--- src/rtl/kira_pe_pkg.sv ---
// Shared PE definitions: neighbour direction encoding and the register-file
// port addresses that map onto the neighbour receive queues.
package kira_pe_pkg;

   localparam int NUM_DIR = 4;

   typedef enum logic [1:0] {
      DIR_N = 2'd0,
      DIR_S = 2'd1,
      DIR_E = 2'd2,
      DIR_W = 2'd3
   } dir_e;

   localparam logic [4:0] IN_NORTH = 5'd31;
   localparam logic [4:0] IN_SOUTH = 5'd30;
   localparam logic [4:0] IN_WEST  = 5'd29;
   localparam logic [4:0] IN_EAST  = 5'd28;

   // Source-operand address that reads the queue of a given direction.
   function automatic logic [4:0] dir2addr(input dir_e d);
      logic [4:0] addr;
      unique case (d)
         DIR_N:   addr = IN_NORTH;
         DIR_S:   addr = IN_SOUTH;
         DIR_E:   addr = IN_EAST;
         default: addr = IN_WEST;
      endcase
      return addr;
   endfunction

endpackage

--- src/rtl/nbr_fifo.sv ---
// Single-direction receive FIFO: power-of-two depth, combinational head,
// occupancy counter, synchronous flush that discards same-cycle push/pop.
module nbr_fifo #(
   parameter int DATA_W = 32,
   parameter int DEPTH  = 4
) (
   input  logic                         clk,
   input  logic                         rst,
   input  logic                         flush_i,
   input  logic                         push_i,
   input  logic [DATA_W-1:0]            wdata_i,
   input  logic                         pop_i,
   output logic [DATA_W-1:0]            head_o,
   output logic                         full_o,
   output logic                         empty_o,
   output logic [$clog2(DEPTH+1)-1:0]   occ_o
);

   localparam int PTR_W = $clog2(DEPTH);
   localparam int OCC_W = $clog2(DEPTH+1);

   logic [DATA_W-1:0] mem_q [DEPTH];
   logic [PTR_W-1:0]  wr_ptr_q, wr_ptr_d;
   logic [PTR_W-1:0]  rd_ptr_q, rd_ptr_d;
   logic [OCC_W-1:0]  occ_q, occ_d;
   logic              do_push, do_pop;

   assign full_o  = (occ_q == OCC_W'(DEPTH));
   assign empty_o = (occ_q == '0);
   assign occ_o   = occ_q;

   // A full FIFO refuses a push even when it is popped in the same cycle.
   assign do_push = push_i && !full_o  && !flush_i;
   assign do_pop  = pop_i  && !empty_o && !flush_i;

   // Next-state for pointers and occupancy; pointers wrap naturally (power-of-two depth).
   always_comb begin
      // NOTE: every combinationally assigned signal gets a default first so no latch is inferred.
      wr_ptr_d = wr_ptr_q;
      rd_ptr_d = rd_ptr_q;
      occ_d    = occ_q;
      if (flush_i) begin
         wr_ptr_d = '0;
         rd_ptr_d = '0;
         occ_d    = '0;
      end else begin
         if (do_push) wr_ptr_d = wr_ptr_q + PTR_W'(1);
         if (do_pop)  rd_ptr_d = rd_ptr_q + PTR_W'(1);
         unique case ({do_push, do_pop})
            2'b10:   occ_d = occ_q + OCC_W'(1);
            2'b01:   occ_d = occ_q - OCC_W'(1);
            default: occ_d = occ_q;
         endcase
      end
   end

   // Pointer and occupancy registers.
   always_ff @(posedge clk or posedge rst) begin
      // NOTE: sequential state uses non-blocking assignments so every register samples pre-edge values.
      if (rst) begin
         wr_ptr_q <= '0;
         rd_ptr_q <= '0;
         occ_q    <= '0;
      end else begin
         wr_ptr_q <= wr_ptr_d;
         rd_ptr_q <= rd_ptr_d;
         occ_q    <= occ_d;
      end
   end

   // Storage write.
   always_ff @(posedge clk) begin
      // NOTE: storage is deliberately not reset; the head is masked to zero while empty.
      if (do_push) mem_q[wr_ptr_q] <= wdata_i;
   end

   assign head_o = empty_o ? '0 : mem_q[rd_ptr_q];

endmodule

--- src/rtl/nbr_in_buf.sv ---
// Per-PE neighbour receive buffer: four direction FIFOs, operand demand decode,
// all-or-nothing pop on issue, and the stall towards the issue stage.
// Optional same-cycle bypass of an incoming word into an empty queue is built
// when the macro NBR_BYPASS_EN is defined.
module nbr_in_buf
   import kira_pe_pkg::*;
#(
   parameter int DATA_W = 32,
   parameter int DEPTH  = 4
) (
   input  logic                                  clk,
   input  logic                                  rst,
   input  logic                                  flush,
   input  logic [NUM_DIR*DATA_W-1:0]             lnk_data,
   input  logic [NUM_DIR-1:0]                    lnk_valid,
   output logic [NUM_DIR-1:0]                    lnk_ready,
   input  logic [4:0]                            ra1,
   input  logic [4:0]                            ra2,
   input  logic                                  rs1_used,
   input  logic                                  rs2_used,
   input  logic                                  issue,
   output logic [DATA_W-1:0]                     i_n,
   output logic [DATA_W-1:0]                     i_s,
   output logic [DATA_W-1:0]                     i_e,
   output logic [DATA_W-1:0]                     i_w,
   output logic                                  nbr_stall,
   output logic [NUM_DIR*$clog2(DEPTH+1)-1:0]    occ
);

   localparam int OCC_W = $clog2(DEPTH+1);

   logic [NUM_DIR-1:0] full, empty, push, pop;
   logic [NUM_DIR-1:0] req, byp_avail, empty_avail, byp_use;
   logic [DATA_W-1:0]  fifo_head [NUM_DIR];
   logic [DATA_W-1:0]  head      [NUM_DIR];

   // Demand decode and bypass availability per direction.
   always_comb begin
      req         = '0;
      byp_avail   = '0;
      empty_avail = '0;
      for (int d = 0; d < NUM_DIR; d++) begin
         req[d] = issue &&
                  ((rs1_used && (ra1 == dir2addr(dir_e'(2'(d))))) ||
                   (rs2_used && (ra2 == dir2addr(dir_e'(2'(d))))));
`ifdef NBR_BYPASS_EN
         byp_avail[d] = empty[d] && lnk_valid[d];
`else
         byp_avail[d] = 1'b0;
`endif
         empty_avail[d] = empty[d] && !byp_avail[d];
      end
   end

   assign nbr_stall = |(req & empty_avail);

   // Pop fan-out, bypass consumption and head selection.
   always_comb begin
      pop     = '0;
      push    = '0;
      byp_use = '0;
      for (int d = 0; d < NUM_DIR; d++) begin
         byp_use[d] = byp_avail[d] && req[d] && !nbr_stall;
         pop[d]     = req[d] && !nbr_stall && !empty[d];
         push[d]    = lnk_valid[d] && !byp_use[d];
         head[d]    = byp_avail[d] ? lnk_data[d*DATA_W +: DATA_W] : fifo_head[d];
      end
   end

   for (genvar g = 0; g < NUM_DIR; g++) begin : g_dir
      nbr_fifo #(
         .DATA_W (DATA_W),
         .DEPTH  (DEPTH)
      ) u_fifo (
         .clk     (clk),
         .rst     (rst),
         .flush_i (flush),
         .push_i  (push[g]),
         .wdata_i (lnk_data[g*DATA_W +: DATA_W]),
         .pop_i   (pop[g]),
         .head_o  (fifo_head[g]),
         .full_o  (full[g]),
         .empty_o (empty[g]),
         .occ_o   (occ[g*OCC_W +: OCC_W])
      );
   end

   // Ready depends only on registered occupancy, never on this cycle's pop.
   assign lnk_ready = ~full;

   assign i_n = head[DIR_N];
   assign i_s = head[DIR_S];
   assign i_e = head[DIR_E];
   assign i_w = head[DIR_W];

endmodule
--- config.mk ---
export PLATFORM = sky130hd
export DESIGN_NAME = nbr_in_buf
export DESIGN_NICKNAME = d
export VERILOG_FILES = /design/src/rtl/kira_pe_pkg.sv /design/src/rtl/nbr_fifo.sv /design/src/rtl/nbr_in_buf.sv
export SDC_FILE = /design/constraint.sdc
export NUM_CORES = 1
export LEC_CHECK = 0
export BUFFER_PORTS_ARGS = -buffer_cell sky130_fd_sc_hd__buf_2
export CAP_MARGIN = 20
export CORE_MARGIN = 3
export CORE_UTILIZATION = 57
export DETAILED_ROUTE_END_ITERATION = 10
export PLACE_DENSITY_LB_ADDON = 0.12
export SLEW_MARGIN = 10
export SYNTH_ARGS = -nofsm -noshare
export SYNTH_HDL_FRONTEND = slang
export SYNTH_SLANG_ARGS = --single-unit
--- constraint.sdc ---
create_clock -name clk -period 3.88 [get_ports clk]
set_clock_uncertainty 0.15 [all_clocks]
set_input_delay 0.776 -clock clk [delete_from_list [all_inputs] [get_ports clk]]
set_output_delay 0.776 -clock clk [all_outputs]
set_load 0.02 [all_outputs]
==> flow_summary.ini, run 1 <==
[status]
status = completed

[critical_path]
rr_startpoint = g_dir[0].u_fifo.occ_o[1]
cp-end-kind = primary output
crit_end = i_n[6]
crit_required_ps = 2950
start_kind = flip-flop
regToRegSetupSlack_ps = 830
cp-startpoint = g_dir[0].u_fifo.rd_ptr_q[0]
arrival_ps = 2520
path_cells = buf_12, mux4_2, nor2b_1, buf_2
critPathMaxFanout = 19
cp_slowest_stage_delay_ps = 760
path_class = flip-flop to primary output
slowest_stage = dfrtp_2
reg2regPathDepth = 10
timing.rr.end = g_dir[1].u_fifo.occ_o[2]

[final_layout]
nets = 1541
stdcell_area_um2 = 25300
final_layout_size_suffix_gt1_frac = 0.394
num-fill-cells = 2386
layout.cells.non_filler = 1893
seq_area_um2 = 16100
multi_input_area_um2 = 5000
syn_to_final_growth_pct = 19.0
layout.cells.most_common = edfxtp_1
mostFrequentLayoutCells = edfxtp_1, buf_2, mux4_2

[timing]
period_share = 0.888
period_minus_slack_ps = 3450
hold_viol_final = 0
max-slew-margin-rel = 0.461
fin_setup_tns_ps = 0
setup_viol = 0
rsz0062_at_grt = no
slew_viol_final = 0
worstMarginPinSlew_ps = 808
max_freq_mhz = 290
holdWs_ps = 18.7

[clocking]
cts_buffer_depth = 3
clkTransAtPathRegs_ps = 60
post_cts_buffers = 0
cts_max_level = 2
clock_latency_ps = 580
numCtsBuffers = 54
cts_tree = built
clockRootBuffer = clkbuf_16
holdBufCountCts = 0
clock-sinks = 540
cts_resized = 0

[global_routing]
antenna_found_initial = 13
grt_pass1_vias = 11000
grt.total_usage = 0.214
grt_max_degree = 34
grt_pass1_wl_um = 63800
grt-ovfl-total = 0

[floorplan]
pin_count = 293
rows = 70
core_area_um2 = 36700
die_w_um = 199
start_util = 0.580
dieArea_um2 = 39700
die_height_um = 199

[synth]
syn-cell-area_um2 = 21300
ys_warn_count = 0
ys_ff_latch = 540
synthCells = 1036
syn_area_per_cell_um2 = 20.6
yosys_most_used_dff = edfxtp_1
synth_nets = 1204
ys_seq_area_frac = 0.755
synth.distinct_cells = 42
synth_edf_count = 512
synthArstFlopShare = 0.0519

[pwr]
combPwrFrac = 0.075
leakage_uw = 0.00890
pwr-share-seq = 0.521
power.internal_uw = 9920
swShare = 0.220
clkPwrFrac = 0.404
power_switching_uw = 2790
ir_drop_mv = 0.396
powerDensity_nw_per_um2 = 501

[place]
dp.cells = 1784
place_area_um2 = 23500
portBuffers = 292
gp_congestion = 0.756
dp_hpwl_um = 26200

[route]
viasPerCell = 5.59
drt_pre_antenna_iters = 4
vias = 10600
wl_per_cell_um = 22.1
drc_errors = 0
dr.first_iter.drc_count = 567
drt_wl_total_um = 41800
ant_nets = 0

[run]
drv_cap = 0

[min_path]
hp-class = input port to asynchronous set/reset pin
registers in the layout, summed over array words and instances (netlist names):
name                   count
g_dir.u_fifo.mem_q       512
g_dir.u_fifo.occ_o        12
g_dir.u_fifo.rd_ptr_q      8
g_dir.u_fifo.wr_ptr_q      8
critical path, delay by kind of cell, from the launching register on:
family,cells,cell delay (ps)
muxes,1,530
buffers and inverters,2,470
DFF,1,760
and+or+nand+nor,1,160
cell usage after synthesis, types with 2 or more instances:
library cell / count / area [um^2]
edfxtp_1: 512 / 15400
mux4_2: 128 / 2880
nor2b_1: 98 / 613
and2_1: 52 / 325
nor2_1: 36 / 135
clkbuf_1: 34 / 128
dfrtp_1: 28 / 701
nand2_1: 18 / 67.6
ha_1: 16 / 200
inv_1: 12 / 45.0
xnor2_1: 12 / 105
nand3_1: 9 / 45.0
nor3_1: 9 / 45.0
buf_2: 8 / 40.0
buf_1: 7 / 26.3
mux2i_1: 7 / 70.1
nand2b_1: 6 / 37.5
xor2_1: 6 / 52.6
a21oi_1: 5 / 25.0
fa_1: 4 / 80.1
nor3_2: 4 / 40.0
nand4_1: 2 / 12.5
nor4_4: 2 / 42.5
o32ai_1: 2 / 17.5
or3_1: 2 / 12.5
through the flow:
| step | power, uW | worst slack [ps] | utilization |
|---|---|---|---|
| floorplan | 7270 | 753 | - |
| global placement | 7680 | 513 | 0.641 |
| detailed placement | 7710 | 380 | 0.641 |
| CTS | 12800 | 374 | 0.689 |
| global route | 13200 | 293 | 0.691 |
| finish | 12700 | 434 | 0.691 |
final cells by class:
| cell class | instances | share of cell area |
|---|---|---|
| multi-input cells | 435 | 0.197 |
| flip-flops and latches | 540 | 0.634 |
| diodes | 7 | 0.000691 |
| inverters | 12 | 0.00178 |
| repair buffers | 330 | 0.0727 |
| clock buffers | 67 | 0.0578 |
| well taps | 468 | 0.0231 |
| clock inverters | 34 | 0.0124 |
metal layers:
| metal | share of wire | track usage | vias to the layer above |
|---|---|---|---|
| met5 | 0.0016 | 0 | - |
| met4 | 0.023 | 0.0690 | 10 |
| met3 | 0.082 | 0.0622 | 73 |
| met2 | 0.50 | 0.342 | 311 |
| met1 | 0.40 | 0.290 | 5388 |
| li1 | - | - | 4791 |
worst min path at each step:
| stage | start | end | slack [ps] |
|---|---|---|---|
| 3_3_place_gp | g_dir[0].u_fifo.rd_ptr_q[1] | g_dir[0].u_fifo.rd_ptr_q[1] | 380 |
| 4_1_cts | lnk_data[78] | g_dir[2].u_fifo.mem_q[0][14] | 220 |
| 3_5_place_dp | g_dir[0].u_fifo.rd_ptr_q[1] | g_dir[0].u_fifo.rd_ptr_q[1] | 400 |
| 5_1_grt | rst | g_dir[0].u_fifo.occ_o[2] | 30 |
| 2_1_floorplan | g_dir[0].u_fifo.wr_ptr_q[1] | g_dir[0].u_fifo.wr_ptr_q[1] | 390 |
| 6_report | rst | g_dir[3].u_fifo.occ_o[2] | 20 |
kinds of logic after synthesis:
kind of cell,synth area share
muxes,0.140
buffers and inverters,0.0112
xor gates and xnor gates,0.00817
DFF,0.755
adders and majority gates,0.0132
and+or+nand+nor,0.0681
AOI/OAI and AO/OA,0.00458
power groups by stage:
stage,Clock (uW),Sequential [uW],Combinational [uW]
2_1_floorplan,0,6730,535
6_report,5140,6620,954
5_1_grt,5490,6630,1040
3_3_place_gp,0,6730,950
3_5_place_dp,0,6740,966
4_1_cts,5250,6620,969
No activity file was read; power rests on OpenSTA's default activity.
==> inputs of run 2 (changes only) <==
--- a/config.mk
+++ b/config.mk
@@ -7,8 +7,10 @@
 export LEC_CHECK = 0
 export BUFFER_PORTS_ARGS = -buffer_cell sky130_fd_sc_hd__buf_2
 export CAP_MARGIN = 20
+export CELL_PAD_IN_SITES_DETAIL_PLACEMENT = 0
+export CELL_PAD_IN_SITES_GLOBAL_PLACEMENT = 1
 export CORE_MARGIN = 3
-export CORE_UTILIZATION = 57
+export CORE_UTILIZATION = 49
 export DETAILED_ROUTE_END_ITERATION = 10
 export PLACE_DENSITY_LB_ADDON = 0.12
 export SLEW_MARGIN = 10
==> flow_summary.ini, run 2 (synthesis results as in run 1) <==
[pwr]
pwr-share-seq = 0.520
clkPwrFrac = 0.404
leakage_uw = 0.00886
power.internal_uw = 9950
ir_drop_mv = 0.374
powerDensity_nw_per_um2 = 501
swShare = 0.217
power_switching_uw = 2760
combPwrFrac = 0.075

[place]
dp_hpwl_um = 26600
place_area_um2 = 23600
place_ws_ps = 454
portBuffers = 292
gp_congestion = 0.741
dp.cells = 1888

[final_layout]
syn_to_final_growth_pct = 19.1
mostFrequentLayoutCells = edfxtp_1, buf_2, mux4_2
final_util = 0.598
final_layout_size_suffix_gt1_frac = 0.388
layout.cells.most_common = edfxtp_1
regMostFlops = g_dir.u_fifo.mem_q
stdcell_area_um2 = 25400
layout.cells.non_filler = 1992
nets = 1536
num-fill-cells = 3236
largest_register_ffs = 512

[route]
ant_nets = 0
drt_pre_antenna_iters = 5
viasPerCell = 5.35
dr.first_iter.drc_count = 573
drt_wl_total_um = 43300
wl_per_cell_um = 21.7
vias = 10700
drc_errors = 0

[floorplan]
start_util = 0.502
die_w_um = 214
dieArea_um2 = 46000
pin_count = 293
core_area_um2 = 42400
die_height_um = 214
rows = 75

[clocking]
post_cts_buffers = 0
clockRootBuffer = clkbuf_16
holdBufCountCts = 0
numCtsBuffers = 55
cts_tree = built
cts_resized = 0
cts_buffer_depth = 3
clock-sinks = 540
cts_max_level = 2
clock_latency_ps = 580
clkTransAtPathRegs_ps = 60

[status]
status = completed

[critical_path]
path_cells = buf_4, mux4_2, nor2b_1, buf_2
cp-end-kind = primary output
crit_required_ps = 2950
start_kind = flip-flop
slowest_stage = dfrtp_2
path_class = flip-flop to primary output
cp_slowest_stage_delay_ps = 720
critPathMaxFanout = 16
arrival_ps = 2520

[timing]
worstMarginPinSlew_ps = 601
period_share = 0.888
slew_viol_final = 0
rsz0062_at_grt = no
max_freq_mhz = 290
worst_slack_ps = 433
period_minus_slack_ps = 3450
fin_setup_tns_ps = 0
hold_viol_final = 0
max-slew-margin-rel = 0.600
setup_viol = 0

[global_routing]
antenna_found_initial = 12
grt_pass1_wl_um = 67600
grt_pass1_vias = 11200
grt_max_degree = 34
grt-ovfl-total = 0
grt.total_usage = 0.191

[min_path]
hp-class = input port to asynchronous set/reset pin

[run]
drv_cap = 0
==> run 2: changes by cell type in the layout (fill, tap and decap cells not counted) <==
cell and delta:
bufinv_16 +2, buf_16 -1, clkinvlp_4 -4, clkinv_4 -3, diode_2 -3, buf_12 -2
clkinv_2 +1, clkbuf_16 -2, buf_4 -3, clkinv_1 +5
==> run 2: path summary, 6_finish.rpt <==
path	startpoint	end	slack, ps	cells after the start
setup / recovery	g_dir[0].u_fifo.rd_ptr_q[0]	i_n[4]	430	4
hold / removal	rst	g_dir[3].u_fifo.occ_o[0]	110	3
setup reg to reg	g_dir[0].u_fifo.occ_o[1]	g_dir[1].u_fifo.occ_o[2]	850	10
hold reg to reg	g_dir[0].u_fifo.rd_ptr_q[1]	g_dir[0].u_fifo.rd_ptr_q[1]	410	2
max in group asynchronous	rst	g_dir[2].u_fifo.rd_ptr_q[0]	3150	3
min in group clk	lnk_data[121]	g_dir[3].u_fifo.mem_q[1][25]	260	1
==> run 2: worst max-delay path: cells and delay by family (launching register included) <==
family                 cells  cell delay (ps)
DFF                        1              720
buffers and inverters      2              530
muxes                      1              510
and+or+nand+nor            1              160
==> run 2: power by group through the flow <==
stage	clock network [uW]	registers [uW]	logic (uW)
floorplan	0	6730	535
global placement	0	6730	967
detailed placement	0	6740	976
CTS	5290	6620	979
global route	5540	6630	1050
finish	5140	6620	957
==> run 2: per-stage QoR <==
stage	total power, uW	hold WS (ps)
2_1_floorplan	7270	393
3_3_place_gp	7700	384
3_5_place_dp	7720	395
4_1_cts	12900	89.3
5_1_grt	13200	155
6_report	12700	107
==> run 2: layer usage <==
metal,GRT usage,part of all wire
met1,0.265,0.42
met2,0.306,0.49
met3,0.0527,0.069
met4,0.0488,0.020
met5,0,0.0017
==> run 2: area by class of cell <==
type,instances,area (um^2),share of cell area
Clock inverter,35,342,0.0135
Sequential cell,540,16100,0.634
Inverter,12,45.0,0.00178
Tap cell,577,722,0.0285
Clock buffer,65,1410,0.0557
Timing Repair Buffer,324,1750,0.0691
Multi-Input combinational cell,435,5000,0.197
Antenna cell,4,10.0,0.000395
